[config.mk]
export PLATFORM = sky130hd
export DESIGN_NAME = halflife_sequencer
export DESIGN_NICKNAME = d
export VERILOG_FILES = /design/src/rtl/halflife_sequencer.sv
export SDC_FILE = /design/constraint.sdc
export NUM_CORES = 1
export LEC_CHECK = 0
export CORE_ASPECT_RATIO = 1.25
export CORE_MARGIN = 1
export CORE_UTILIZATION = 35
export CTS_CLUSTER_DIAMETER = 60
export CTS_CLUSTER_SIZE = 20
export DETAILED_ROUTE_END_ITERATION = 12
export HOLD_SLACK_MARGIN = 0.02
export MAX_ROUTING_LAYER = met4
export PLACE_DENSITY_LB_ADDON = 0.1
export SYNTH_ARGS = -nofsm -noshare
export SYNTH_HDL_FRONTEND = slang
export SYNTH_SLANG_ARGS = --single-unit
export TNS_END_PERCENT = 5
[constraint.sdc]
create_clock -name clk -period 4.4 [get_ports clk]
set_input_delay 0.88 -clock clk [delete_from_list [all_inputs] [get_ports clk]]
set_output_delay 0.88 -clock clk [all_outputs]
set_load 0.005 [all_outputs]
[src/rtl/halflife_sequencer.sv]
// Half-life timer sequencer: loads a population and period on start, then halves
// the population every period cycles until it reaches zero.
module halflife_sequencer #(
  parameter int n  = 8,
  parameter int PW = 8,
  parameter int HW = 4
) (
  input  logic          clk,
  input  logic          rst,
  input  logic          start,
  input  logic          abort,
  input  logic [n-1:0]  init_val,
  input  logic [PW-1:0] period,
  output logic [n-1:0]  value,
  output logic [HW-1:0] halvings,
  output logic          half_pulse,
  output logic          busy,
  output logic          done
);

  localparam logic [1:0] S_IDLE = 2'd0;
  localparam logic [1:0] S_RUN  = 2'd1;
  localparam logic [1:0] S_DONE = 2'd2;

  logic [1:0]    state_q, state_d;
  logic [n-1:0]  value_q, value_d;
  logic [HW-1:0] halvings_q, halvings_d;
  logic [PW-1:0] timer_q, timer_d;
  logic [PW-1:0] period_q, period_d;
  logic          half_pulse_q, half_pulse_d;
  logic [PW-1:0] period_eff;

  // A zero period would never expire, so it behaves as a one-cycle period.
  assign period_eff = (period == '0) ? PW'(1) : period;

  always_comb begin
    state_d      = state_q;
    value_d      = value_q;
    halvings_d   = halvings_q;
    timer_d      = timer_q;
    period_d     = period_q;
    half_pulse_d = 1'b0;
    case (state_q)
      S_RUN: begin
        if (abort) begin
          state_d = S_IDLE;
        end else if (timer_q == PW'(1)) begin
          value_d      = value_q >> 1;
          halvings_d   = halvings_q + 1'b1;
          timer_d      = period_q;
          half_pulse_d = 1'b1;
          if ((value_q >> 1) == '0) state_d = S_DONE;
        end else begin
          timer_d = timer_q - 1'b1;
        end
      end
      default: begin
        // IDLE and DONE both accept a start; abort wins over a simultaneous start.
        if (start && !abort) begin
          period_d   = period_eff;
          timer_d    = period_eff;
          value_d    = init_val;
          halvings_d = '0;
          state_d    = (init_val == '0) ? S_DONE : S_RUN;
        end else begin
          state_d = S_IDLE;
        end
      end
    endcase
  end

  always_ff @(posedge clk or posedge rst) begin
    if (rst) begin
      state_q      <= S_IDLE;
      value_q      <= '0;
      halvings_q   <= '0;
      timer_q      <= '0;
      period_q     <= '0;
      half_pulse_q <= 1'b0;
    end else begin
      state_q      <= state_d;
      value_q      <= value_d;
      halvings_q   <= halvings_d;
      timer_q      <= timer_d;
      period_q     <= period_d;
      half_pulse_q <= half_pulse_d;
    end
  end

  assign value      = value_q;
  assign halvings   = halvings_q;
  assign half_pulse = half_pulse_q;
  assign busy       = (state_q == S_RUN);
  assign done       = (state_q == S_DONE);

endmodule
# == Word level (Yosys, flattened, before mapping) ==
# Index checks and enable logic that the tools add are counted.
# op_classes
add_sub_neg,2
mul,0
div_mod_pow,0
n_lt_le_gt_ge,0
eq_ne,7
shifts,0
muxes,22
bitwise,1
n_reduce_logical,10
# ops
op,count
8-bit two-way mux,9
8-bit zero test,3
4-bit two-way mux,4
2-bit two-way mux,6
8-bit by 1-bit equality test with 1-bit output (second input constant),1
8-bit by 1-bit subtractor with 8-bit output (second input constant),1
3-bit by 2-bit != test with 1-bit output (second input constant),2
2-bit AND reduction,3
4-bit by 1-bit adder with 4-bit output (second input constant),1
1-bit two-way mux,3
3-bit AND reduction,1
2-bit by 1-bit equality test with 1-bit output (second input constant),1
2-bit equality test (second input constant),1
2-bit by 1-bit != test with 1-bit output (second input constant),1
2-bit != test (second input constant),1
2-bit nonzero test,1
1-bit logical AND,1
1-bit zero test,1
1-bit NOT,1
# totals
regBits,31
latchBits,0
ramBits,0
romBits,0
inputBits,20
out_inout_bits,15
wordCells,48
mem_count,0

# == Longest topological paths before layout ==
# logic_depth
word_depth,5
mapped_depth,7

# == Worst setup path after synthesis ==
# Ideal clock, no wire load.
# synth_timing
path_kind,input to register
from,input port abort
to,"register value_q[6], in the netlist value[6]"
setup_ns,0.082
arrival_time_ns,2.052
path_slack_ns,2.266
stages,6
n_path_buf,2
path_cell_list,or3b_1 -> clkbuf_1 -> o32ai_4 -> buf_6 -> nor2_1 -> a31oi_1
# synth_between
elab_chain_len,4
# synth_lines
element,line_no,rtl
start: declaration,11,"input logic abort,"
1-bit zero test,59,if (start && !abort) begin
1-bit logical AND,59,
2-bit nonzero test (no line),-,
3-bit AND reduction (no line) *,-,
end signal: assignment,82,value_q <= value_d;
end: declaration,26,"logic [n-1:0] value_q, value_d;"
# Mark *: on every way between the ends. The rest lies on a longest branch, timed or not.
# A chain may end at the register's enable or synchronous reset.

# == Worst setup path after layout ==
# layout_timing
from,register state_q[1]
to,output port busy
# layout_between
elab_chain_len,1
# layout_lines
element,line_no,rtl
start: declaration,25,"logic [1:0] state_q, state_d;"
start signal: assignment,81,state_q <= state_d;
2-bit by 1-bit equality test with 1-bit output,93,assign busy = (state_q == S_RUN);
end: declaration,17,"output logic busy,"
# Every way passes these cells.

==> results.yml <==
critical_path:
  critPathKind: "register to output pin"
  r2r_setup_slack_ps: 1850
  cp-end-kind: "output pin"
  crit_path_max_fanout: 18
  crit_arrival_ps: 2210
  reg2reg_depth: 5
  timing.rr.end: "timer_q[5]"
  cp.required_ps: 3520
  timing.rr.start: "state_q[1]"
  cp-start-kind: "register"
floorplan:
  core_um2: 4730
  dieArea_um2: 5170
  row_count: 28
  start_util: 0.362
  die_h_um: 80.2
  num_io_pins: 35
  die_w_um: 64.5
final_layout:
  drive_above_1_share: 0.0619
  synthToLayoutAreaGrowth_pct: 27.0
  fillers: 486
  final_net_count: 249
  diodes: 0
  fin_util: 0.459
yosys:
  synth_nets: 216
  synth-edff-count: 0
  yosys_most_used_dff: "dfrtp_1"
  synth_cell_types: 40
  syn-cell-area_um2: 1710
  ys_top_cells_by_count: "43 x nand2_1, 31 x dfrtp_1, 14 x nor2_1, 11 x a21oi_1, 11 x o21ai_0"
  synth_top_area_share: 0.454
  async_flop_share: 1.00
  yosys-top-cells-area: "dfrtp_1 45%, nand2_1 9.4%, a21oi_1 3.2%"
  syn_inst: 193
  syn_area_per_cell_um2: 8.86
  synth_seq_cells: 31
  yosysWarnings: 0
  yosysMostFrequentCell: "nand2_1"
  synth.yosys.seq_area_share: 0.454
  synth_area_leader_cell: "dfrtp_1"
clock_network:
  clock_latency_ps: 280
  post-cts-setup-buffer-count: 0
  cts.sinks: 31
  cts_tree: "done"
  clockRootBuffer: "clkbuf_8"
  cts_max_level: 2
  cts.clk_slew.worst_paths_ps: 70
  clockBufferDepth: 2
  ctsResizeCount: 0
  ctsHoldBuffers: 0
  cts_buffers: 5
place:
  place_congestion: 0.855
  dp_hpwl_um: 3360
  io_buffers: 34
timing:
  final_max_slew_viol_count: 0
  hold_viol: 0
  setup_viol: 0
  max_slew_margin: 0.367
  min_period_ps: 3090
  post-route-period-util: 0.702
  max_freq_mhz: 324
  tns_ps: 0
  skew_ps: 5.89
  tightest_slew_ps: 947
  rsz0062_at_grt: "false"
power_and_ir_drop:
  ir_drop_mv: 0.189
  cellPowerDensity_nw_per_um2: 388
  p_leak_nw: 0.916
global_route:
  antenna_found_initial: 0
  overflow: 0
  grt_pass1_vias: 1659
  grt_max_degree: 32
  grt_pass1_wl_um: 7690
  grtUsageTotal: 0.201
drt:
  first_pass_iters: 4
  routedWlPerCell_um: 16.2
  drc_errors: 0
  drt_wl_total_um: 4620
  via_per_inst: 5.48
  num_vias: 1566
  drt-initial-drc-count: 91
  ant_nets: 0
status:
  outcome: "finished clean"
min_path:
  whs_endpoint: "period_q[4]"
  hold_class: "register to register"
  min_from: "period_q[4]"
  hold_depth: 2
job:
  maxCapViolations: 0
cell type report:
type	count	area, um2	share of cell area
sequential	31	776	0.357
multi-input combinational	145	852	0.392
inverter	7	26.3	0.0121
timing repair buffer	36	355	0.164
clock inverter	1	5.00	0.00230
tap	60	75.1	0.0346
clock buffer	6	82.6	0.0380
kinds of logic (layout without fill, tap and decap cells):
group           Yosys count  after routing  synth area share
compound gates           51             51             0.201
xor+xnor                  4              4            0.0205
fa+ha+maj                 3              3            0.0219
buf+inv                  17             50            0.0483
flops                    31             31             0.454
mux                       1              1           0.00585
simple gates             86             86             0.249
registers in the layout, summed over array words and instances, names as in the netlist:
name and count:
timer_q 8, half_pulse 1, halvings 4, state_q 2, period_q 8, value 8
stage by stage:
stage	std cells	power [W]	hold WS (ps)	setup WS, ps	instance area (um2)
finish	286	0.000842	489	1310	2170
global route	286	0.000892	506	1180	2170
detailed placement	279	0.000617	474	1360	2080
CTS	286	0.000844	490	1290	2170
floorplan	193	0.000520	439	2270	1710
global placement	279	0.000611	469	1410	2080
cells in the final DEF (no fill, tap or decap), types with 3 or more instances in the layout:
master and count:
o21ai_0 11, a31oi_1 8, ha_1 3, clkdlybuf4s50_1 34
a22oi_1 5, a21oi_1 11, nor4_1 6, nand2_1 43
xnor2_1 3, nor2_1 14, nor3_1 4, dfrtp_1 31
clkbuf_8 6, or3_1 3, inv_1 7
power breakdown:
part / leakage, nW / internal (W) / switching (W)
clock: 0.0470 / 0.000123 / 0.000105
sequential: 0.377 / 0.000334 / 0.0000595
combinational: 0.492 / 0.000111 / 0.000110
per-layer routing:
metal	track usage	vias up	routed length (um)
met1	0.211	767	1900
met3	0.0341	7	144
li1	-	758	-
met5	-	-	0
met2	0.371	34	2470
met4	0.0822	0	109
critical path: stages, from the launching register on:
cell             delay (ps)
dfrtp_1                 400
nand2b_1                440
inv_1                   480
clkdlybuf4s50_1         600
worst max path at each step:
stage | from | end
detailed placement | abort | halvings[0]
floorplan | abort | value[6]
CTS | state_q[1] | busy
global placement | abort | halvings[0]
global route | state_q[1] | busy
finish | state_q[1] | busy
(Power assumes the default switching activity.)
